$ cat config.mk
export PLATFORM = sky130hd
export DESIGN_NAME = cp0_int_ctrl_flat
export DESIGN_NICKNAME = d
export VERILOG_FILES = /design/src/rtl/cp0_int_ctrl_if.sv /design/src/rtl/cp0_int_ctrl.sv /design/src/flat_wrapper.sv
export SDC_FILE = /design/constraint.sdc
export NUM_CORES = 1
export LEC_CHECK = 0
export BUFFER_PORTS_ARGS = -buffer_cell sky130_fd_sc_hd__buf_2
export CAP_MARGIN = 10
export CORE_ASPECT_RATIO = 1.5
export CORE_UTILIZATION = 49
export CTS_CLUSTER_DIAMETER = 150
export CTS_CLUSTER_SIZE = 10
export DETAILED_ROUTE_END_ITERATION = 12
export PLACE_DENSITY = 0.83
export SLEW_MARGIN = 40
export SYNTH_ARGS = -nofsm -noshare
export SYNTH_HDL_FRONTEND = slang
export SYNTH_SLANG_ARGS = --single-unit
$ cat constraint.sdc
create_clock -name clk -period 2.65 [get_ports clk]
set_input_delay 0.1325 -clock clk [delete_from_list [all_inputs] [get_ports clk]]
set_output_delay 0.1325 -clock clk [all_outputs]
set_load 0.05 [all_outputs]
$ cat src/rtl/cp0_int_ctrl_if.sv
// cp0_int_ctrl_if: IRQ, CPU handshake and config bus of the CP0 interrupt controller
// Signals: irq_in (raw requests), cpu_int/int_ack/eret (CPU handshake), pc_in/epc_out,
//   vector_out/cause_id (serviced channel), cfg_we/cfg_addr/cfg_wdata/cfg_rdata (register port).
// master drives requests and CPU/config inputs; slave is the controller.
interface cp0_int_ctrl_if #(parameter int NUM_IRQ = 8);
  logic [NUM_IRQ-1:0] irq_in;
  logic               cpu_int;
  logic               int_ack;
  logic               eret;
  logic [31:0]        pc_in;
  logic [31:0]        epc_out;
  logic [31:0]        vector_out;
  logic [4:0]         cause_id;
  logic               cfg_we;
  logic [1:0]         cfg_addr;
  logic [31:0]        cfg_wdata;
  logic [31:0]        cfg_rdata;
  modport master (
    output irq_in, int_ack, eret, pc_in, cfg_we, cfg_addr, cfg_wdata,
    input  cpu_int, epc_out, vector_out, cause_id, cfg_rdata
  );
  modport slave (
    input  irq_in, int_ack, eret, pc_in, cfg_we, cfg_addr, cfg_wdata,
    output cpu_int, epc_out, vector_out, cause_id, cfg_rdata
  );
endinterface

$ cat src/rtl/cp0_int_ctrl.sv
// cp0_int_ctrl: prioritised multi-channel interrupt controller driving the CPU INT line
// Ports: clk, reset (sync, active-high), bus (cp0_int_ctrl_if.slave: IRQ lines, CPU
//   int/ack/eret handshake, EPC save, per-channel vector, STATUS/MASK/PENDING/EPC registers).
module cp0_int_ctrl #(
  parameter int          NUM_IRQ       = 8,
  parameter logic [31:0] EDGE_MASK     = 32'h0000_00FF,
  parameter logic [31:0] VECTOR_BASE   = 32'h0000_0004,
  parameter logic [31:0] VECTOR_STRIDE = 32'd4
) (
  input logic         clk,
  input logic         reset,
  cp0_int_ctrl_if.slave bus
);
  typedef enum logic [1:0] {IDLE, REQ, SERVICE} state_t;
  localparam logic [NUM_IRQ-1:0] EDGE = EDGE_MASK[NUM_IRQ-1:0];
  state_t             r_state;
  logic [NUM_IRQ-1:0] r_irq_q;
  logic [NUM_IRQ-1:0] r_pend;
  logic [NUM_IRQ-1:0] r_mask;
  logic               r_ie;
  logic               r_cpu_int;
  logic [31:0]        r_epc;
  logic [4:0]         r_cause;
  logic [NUM_IRQ-1:0] w_pend;
  logic [NUM_IRQ-1:0] w_active;
  logic [NUM_IRQ-1:0] w_clr;
  logic [4:0]         w_sel;
  logic               w_ack;
  logic               w_eret;
  logic               w_wr_status;
  logic               w_wr_mask;
  logic               w_wr_pend;
  logic               w_wr_epc;
  logic               w_unused;
  // Level channels follow the registered line directly; only edge channels hold state.
  assign w_pend      = (r_pend & EDGE) | (r_irq_q & ~EDGE);
  assign w_active    = w_pend & r_mask;
  assign w_ack       = (r_state == REQ) && bus.int_ack;
  assign w_eret      = (r_state == SERVICE) && bus.eret;
  assign w_wr_status = bus.cfg_we && bus.cfg_addr == 2'd0;
  assign w_wr_mask   = bus.cfg_we && bus.cfg_addr == 2'd1;
  assign w_wr_pend   = bus.cfg_we && bus.cfg_addr == 2'd2;
  assign w_wr_epc    = bus.cfg_we && bus.cfg_addr == 2'd3;
  assign w_clr       = (w_wr_pend ? bus.cfg_wdata[NUM_IRQ-1:0] : '0) |
                       (w_ack ? NUM_IRQ'(1) << r_cause : '0);
  assign w_unused    = &{1'b0, bus.cfg_wdata};
  always_comb begin
    w_sel = '0;
    for (int i = NUM_IRQ - 1; i >= 0; i--) if (w_active[i]) w_sel = 5'(i);
  end
  always_ff @(posedge clk) begin
    if (reset) begin
      r_state   <= IDLE;
      r_irq_q   <= '0;
      r_pend    <= '0;
      r_mask    <= '0;
      r_ie      <= 1'b0;
      r_cpu_int <= 1'b0;
      r_epc     <= '0;
      r_cause   <= '0;
    end else begin
      r_irq_q <= bus.irq_in;
      // OR-ing the rising edge after the clear lets a new edge beat a same-cycle clear.
      r_pend  <= ((r_pend & ~w_clr) | (bus.irq_in & ~r_irq_q)) & EDGE;
      if (w_wr_mask) r_mask <= bus.cfg_wdata[NUM_IRQ-1:0];
      r_ie    <= w_ack ? 1'b0 : w_eret ? 1'b1 : w_wr_status ? bus.cfg_wdata[0] : r_ie;
      r_epc   <= w_ack ? bus.pc_in : w_wr_epc ? bus.cfg_wdata : r_epc;
      case (r_state)
        IDLE:
          if (r_ie && |w_active) begin
            r_state   <= REQ;
            r_cpu_int <= 1'b1;
            r_cause   <= w_sel;
          end
        REQ:
          if (bus.int_ack) begin
            r_state   <= SERVICE;
            r_cpu_int <= 1'b0;
          end else if (!r_ie || !(|w_active)) begin
            r_state   <= IDLE;
            r_cpu_int <= 1'b0;
          end else r_cause <= w_sel;
        SERVICE:
          if (bus.eret) r_state <= IDLE;
        default: begin
          r_state   <= IDLE;
          r_cpu_int <= 1'b0;
        end
      endcase
    end
  end
  assign bus.cpu_int    = r_cpu_int;
  assign bus.epc_out    = r_epc;
  assign bus.cause_id   = r_cause;
  assign bus.vector_out = VECTOR_BASE + 32'(r_cause) * VECTOR_STRIDE;
  assign bus.cfg_rdata  = bus.cfg_addr == 2'd0 ? {31'b0, r_ie} :
                          bus.cfg_addr == 2'd1 ? 32'(r_mask) :
                          bus.cfg_addr == 2'd2 ? 32'(w_pend) : r_epc;
endmodule

$ cat src/flat_wrapper.sv
// flat-port wrapper written by rule: the top's interface ports become plain ports
module cp0_int_ctrl_flat 
#(
  parameter int          NUM_IRQ       = 8,
  parameter logic [31:0] EDGE_MASK     = 32'h0000_00FF,
  parameter logic [31:0] VECTOR_BASE   = 32'h0000_0004,
  parameter logic [31:0] VECTOR_STRIDE = 32'd4
)
  (clk, reset, bus_irq_in, bus_int_ack, bus_eret, bus_pc_in, bus_cfg_we, bus_cfg_addr, bus_cfg_wdata, bus_cpu_int, bus_epc_out, bus_vector_out, bus_cause_id, bus_cfg_rdata);
  cp0_int_ctrl_if #(.NUM_IRQ(NUM_IRQ)) bus_i ();
  input logic clk;
  input logic reset;
  input wire logic [$bits(bus_i.irq_in)-1:0] bus_irq_in;
  input wire logic [$bits(bus_i.int_ack)-1:0] bus_int_ack;
  input wire logic [$bits(bus_i.eret)-1:0] bus_eret;
  input wire logic [$bits(bus_i.pc_in)-1:0] bus_pc_in;
  input wire logic [$bits(bus_i.cfg_we)-1:0] bus_cfg_we;
  input wire logic [$bits(bus_i.cfg_addr)-1:0] bus_cfg_addr;
  input wire logic [$bits(bus_i.cfg_wdata)-1:0] bus_cfg_wdata;
  output wire logic [$bits(bus_i.cpu_int)-1:0] bus_cpu_int;
  output wire logic [$bits(bus_i.epc_out)-1:0] bus_epc_out;
  output wire logic [$bits(bus_i.vector_out)-1:0] bus_vector_out;
  output wire logic [$bits(bus_i.cause_id)-1:0] bus_cause_id;
  output wire logic [$bits(bus_i.cfg_rdata)-1:0] bus_cfg_rdata;
  assign bus_i.irq_in = bus_irq_in;
  assign bus_i.int_ack = bus_int_ack;
  assign bus_i.eret = bus_eret;
  assign bus_i.pc_in = bus_pc_in;
  assign bus_i.cfg_we = bus_cfg_we;
  assign bus_i.cfg_addr = bus_cfg_addr;
  assign bus_i.cfg_wdata = bus_cfg_wdata;
  assign bus_cpu_int = bus_i.cpu_int;
  assign bus_epc_out = bus_i.epc_out;
  assign bus_vector_out = bus_i.vector_out;
  assign bus_cause_id = bus_i.cause_id;
  assign bus_cfg_rdata = bus_i.cfg_rdata;
  cp0_int_ctrl #(.NUM_IRQ(NUM_IRQ), .EDGE_MASK(EDGE_MASK), .VECTOR_BASE(VECTOR_BASE), .VECTOR_STRIDE(VECTOR_STRIDE)) u_core (.clk(clk), .reset(reset), .bus(bus_i));
endmodule
== After elaboration in Yosys (flattened, before gate mapping) ==
Index checks and enable logic that the tools add are counted.
Storage, ports and cells
  input port bits: 79
  output and inout bits: 102
  logic and storage cells: 78
  register bits: 65
Operators by class
  shift-type cells: 1
  reduce and logical (&&, ||, !) cells: 20
  mux-type cells: 30
  add/sub/neg operators: 1
  bitwise gates (word level): 8
  equality and inequality tests: 10
Operators with widths (count)
  2-to-1 mux 32 bit: 5
  2-to-1 mux 5 bit: 10
  AND 8 bit: 3
  2-to-1 mux 8 bit: 2
  inverter 8 bit: 2
  bitwise OR 8 bit: 2
  one-hot mux 5 bit (2 select lines): 1
  adder 3 x 7 -> 8 bit (first input constant): 1
  2-to-1 mux 2 bit: 4
  OR reduction 8 bit: 1
  left shift 1 x 5 -> 8 bit (first input constant): 1
  logical AND 1 bit: 7
  == test 2 bit (second input constant): 3
  != test 2 bit (second input constant): 3
  one-hot mux 2 bit (3 select lines): 1
  AND reduction 3 bit: 2
  nonzero test 2 bit: 3
  2-to-1 mux 1 bit: 5
  == test 2 x 1 -> 1 bit (second input constant): 2
  logical NOT 2 bit: 2
  AND reduction 4 bit: 1
  2-to-1 mux 3 bit: 1
  != test 3 bit (second input constant): 1
  one-hot mux 1 bit (3 select lines): 1
  5 further kinds: 6

== Depth between registers and ports, before layout ==
  depth in word-level cells: 12
  mapped depth: 7
  depth with buffers taken out: 4

== Least setup slack after synthesis ==
Ideal clock, no wire load.
  kind: register to output
  from: reg u_core.r_cause[0], in the netlist u_core.bus.cause_id[0]
  to: out bus_vector_out[5]
  data arrival time: 2.260 ns
  cell stages (with the launch flop): 3
  data required time: 2.518 ns
  setup slack: 0.257 ns
  buffers on the path: 0
  path through: dfxtp_1 -> inv_1 -> nor3_1
Between the ends
  cells in the longest elaborated chain, start to end: 1
RTL lines
  from (decl): line cp0_int_ctrl.sv:23  | logic [4:0] r_cause;
  from (signal assigned): line cp0_int_ctrl.sv:73  | r_cause <= w_sel;
  from (signal assigned): line cp0_int_ctrl.sv:82  | end else r_cause <= w_sel;
  adder 3 x 7 -> 8 bit: line cp0_int_ctrl.sv:95  | assign bus.vector_out = VECTOR_BASE + 32'(r_cause) * VECTOR_STRIDE;
  to (decl): line flat_wrapper.sv:22  | output wire logic [$bits(bus_i.vector_out)-1:0] bus_vector_out;
No other way between the ends.

== Final worst setup path ==
  from: in bus_cfg_addr[1]
  to: out bus_cfg_rdata[2]
Between the ends
  cells in the longest elaborated chain, start to end: 4
  elaborated cells on any way between the ends: 6
  classes of those cells: eq/ne: 2; mux: 3; reduce/logical: 1
RTL lines
  from (decl): line flat_wrapper.sv:18  | input wire logic [$bits(bus_i.cfg_addr)-1:0] bus_cfg_addr;
  == test 2 bit: line cp0_int_ctrl.sv:98  | bus.cfg_addr == 2'd2 ? 32'(w_pend) : r_epc;
  2-to-1 mux 32 bit: line cp0_int_ctrl.sv:98
  2-to-1 mux 32 bit: line cp0_int_ctrl.sv:97  | bus.cfg_addr == 2'd1 ? 32'(r_mask) :
  2-to-1 mux 32 bit (*): line cp0_int_ctrl.sv:96  | assign bus.cfg_rdata = bus.cfg_addr == 2'd0 ? {31'b0, r_ie} :
  to (decl): line flat_wrapper.sv:24  | output wire logic [$bits(bus_i.cfg_rdata)-1:0] bus_cfg_rdata;
Every way passes the cells marked *; elsewhere a longest branch is shown, timed or not.

==> impl_metrics.env <==
export IMPL_synth_enable_flop_cells=0
export IMPL_vias_per_cell=5.48
export IMPL_num_vias=3429
export IMPL_synth_yosys_seq_area_share_pct=37.1
export IMPL_p_total_uw=2240
export IMPL_clk_latency_ns=0.34
export IMPL_synth_compound_area_share_pct=18.8
export IMPL_min_path_cells=2
export IMPL_top_level_ports=181
export IMPL_hold_buffers=3
export IMPL_synthTopCellsByCount="82 x nand2_1, 63 x dfxtp_1, 42 x nor2_1, 31 x a311oi_1, 30 x buf_4"
export IMPL_routabilityCongestion=0.895
export IMPL_rrSetupSlack_ns=0.96
export IMPL_initial_utilization_pct=51.6
export IMPL_fmax_mhz=541
export IMPL_ant_nets=0
export IMPL_synth_most_common_cell="nand2_1"
export IMPL_worst_path_most_repeated_cell="buf_2"
export IMPL_cts_resized=0
export IMPL_crit_family="buffers and inverters"
export IMPL_drive_gt1_share_pct=33.3
export IMPL_grt_pass1_wl_um=14900
export IMPL_setup_tns_ns=0
export IMPL_first_iter_violations=197
export IMPL_hold_ws_ns=0.0419
export IMPL_max_stage_delay_ns=0.55
export IMPL_h_tree_depth=3
export IMPL_numCtsBuffers=9
export IMPL_finalHoldViolCount=0
export IMPL_synth_top_family_by_area="simple AND/OR/NAND/NOR gates"
export IMPL_cp_end_kind="primary output"
export IMPL_slew_headroom_pct=58.9
export IMPL_syn_inst=409
export IMPL_synthDominantCellAreaShare_pct=37.1
export IMPL_start_kind="primary input"
export IMPL_synth_xor_area_share_pct=0
export IMPL_r2r_start="u_core.r_state[1]"
export IMPL_power_density_mw_per_mm2=533
export IMPL_hp_class="primary input to register"
export IMPL_root_buffer="clkbuf_8"
export IMPL_fp_dieW_um=70.0
export IMPL_fin_worst_skew_ns=0.00447
export IMPL_core_area_mm2=0.00658
export IMPL_rsz0062_at_grt="false"
export IMPL_grt_util_all_layers_pct=25.6
export IMPL_grt_pass1_vias=3108
export IMPL_maxCapViolCount=0
export IMPL_worstSetupPathType="primary input to primary output"
export IMPL_antenna_found_initial=0
export IMPL_clkTransAtPathRegs_ns=0.06
export IMPL_period_share_pct=69.7
export IMPL_synthMuxAreaShare_pct=5.67
export IMPL_max_clock_path_buffers=2
export IMPL_synth_warnings=0
export IMPL_crit_required_ns=2.52
export IMPL_layout_min_cycle_time_ns=1.85
export IMPL_ys_seq_elements=63
export IMPL_hold_start="bus_irq_in[5]"
export IMPL_cts_tree="yes"
export IMPL_post_cts_buffers=0
export IMPL_slowest_stage="nor2b_1"
export IMPL_wl_per_cell_um=14.9
export IMPL_die_area_mm2=0.00727
export IMPL_synth_area_mm2=0.00340
export IMPL_synth_async_reset_ratio_pct=0
export IMPL_io_buffers=150
export IMPL_nNetsFinal=633
export IMPL_rr_endpoint="u_core.bus.epc_out[17]"
export IMPL_vdd_drop_max_mv=0.348
export IMPL_synth_fa_ha_area_share_pct=2.21
export IMPL_rows=36
export IMPL_drt_total_wl_um=9320
export IMPL_synth_area_leaders="dfxtp_1 37%, nand2_1 9.1%, a311oi_1 8.0%"
export IMPL_setup_viol=0
export IMPL_final_max_slew_viol_count=0
export IMPL_synth_top_flop_cell="dfxtp_1"
export IMPL_overflow=0
export IMPL_syn_area_per_cell_um2=8.30
export IMPL_synth_simple_gate_area_share_pct=23.4
export IMPL_rr_worst_depth=5
export IMPL_tightest_slew_ns=0.616
export IMPL_grt_max_degree=38
export IMPL_crit_arrival_ns=1.71
export IMPL_diodes=0
export IMPL_die_h_um=104
export IMPL_dp_slack_ns=0.625
export IMPL_drcViolationCount=0
export IMPL_synth_top_area_cell="dfxtp_1"
export IMPL_path_cells="buf_2 -> nor2b_1 -> a22o_1 -> buf_2"
export IMPL_path_max_fanout=36
export IMPL_fin_ws_ns=0.803
export IMPL_status="finished clean"
export IMPL_power_leakage_uw=0.00220
export IMPL_worst_path_buf_inv=2
export IMPL_ys_types=44
export IMPL_area_delta_synth_final_pct=23.7
export IMPL_clock_sinks=63
export IMPL_dpl_hpwl_um=6820
export IMPL_hold_end="u_core.r_irq_q[5]"
export IMPL_dr_pass1_iters=6
-- stage by stage --
stage          std cells  util [%]  cell area [um2]
3_5_place_dp         610      61.1             4020
3_3_place_gp         610      61.1             4020
6_report             626      63.9             4200
5_1_grt              626      63.9             4200
2_1_floorplan        438         -             3500
4_1_cts              626      63.9             4200
-- cells by family (layout without fill, tap and decap cells) --
logic type / after synthesis / in the layout
DFF: 63 / 63
muxes: 17 / 17
other: 1 / 30
buffers and inverters: 72 / 184
and+or+nand+nor: 175 / 175
adders and majority gates: 6 / 6
AOI/OAI and AO/OA: 75 / 75
-- layout by cell type (no fill, tap or decap), types with 8 or more instances in the layout --
cell type / synthesis / routed
buf_2: 7 / 150
nand2_1: 82 / 82
dfxtp_1: 63 / 63
nor2_1: 42 / 42
a311oi_1: 31 / 31
conb_1: 1 / 30
and3_1: 25 / 25
inv_1: 12 / 12
nor2b_1: 11 / 11
clkbuf_8: 0 / 10
a22o_1: 9 / 9
mux2_2: 8 / 8
mux2i_1: 8 / 8
-- worst register-to-register path, stage by stage (launching register included) --
cell      delay, ns
dfxtp_1        0.37
nand3b_2       0.25
nand2_2        0.40
buf_12         0.26
nor2_1         0.06
a311oi_1       0.25
-- worst max-delay path by stage --
| stage | from | to | slack [ns] | depth (start not counted) |
|---|---|---|---|---|
| CTS | bus_cfg_addr[1] | bus_cfg_rdata[1] | 0.85 | 4 |
| finish | bus_cfg_addr[1] | bus_cfg_rdata[2] | 0.80 | 4 |
| floorplan | u_core.bus.cause_id[0] | bus_vector_out[5] | 0.26 | 2 |
| detailed placement | bus_cfg_addr[1] | u_core.r_pend[7] | 0.63 | 5 |
| global placement | bus_cfg_addr[1] | u_core.r_pend[3] | 0.72 | 5 |
| global route | bus_cfg_addr[1] | bus_cfg_rdata[1] | 0.72 | 4 |
-- registers in the layout, indices dropped and copies added, names as in the netlist --
| register | flops |
|---|---|
| u_core.r_pend | 8 |
| u_core.bus.cause_id | 3 |
| u_core.r_mask | 8 |
| u_core.r_state | 2 |
| u_core.bus.epc_out | 32 |
| u_core.r_irq_q | 8 |
| u_core.r_ie | 1 |
| u_core.bus.cpu_int | 1 |
-- routing by layer --
metal  track usage (%)  wire, um  vias up
met2              45.1      4840      168
met4              12.4       246        0
met1              28.9      3620     1580
li1                  -         -     1658
met3              5.04       613       23
met5                 0         0        -
-- area by class of cell --
type | count | area, um2
Multi-Input combinational cell | 303 | 1810
Timing Repair Buffer | 158 | 831
Fill cell | 565 | 2370
Sequential cell | 63 | 1260
Clock buffer | 11 | 141
Tap cell | 76 | 95.1
Clock inverter | 2 | 10.0
Inverter | 13 | 48.8
-- power breakdown --
group | internal, uW | switching, uW | leakage (uW)
sequential | 997 | 42.6 | 0.000517
combinational | 143 | 372 | 0.00160
clock | 346 | 342 | 0.0000809
total | 1490 | 756 | 0.00220
(Power assumes the default switching activity.)
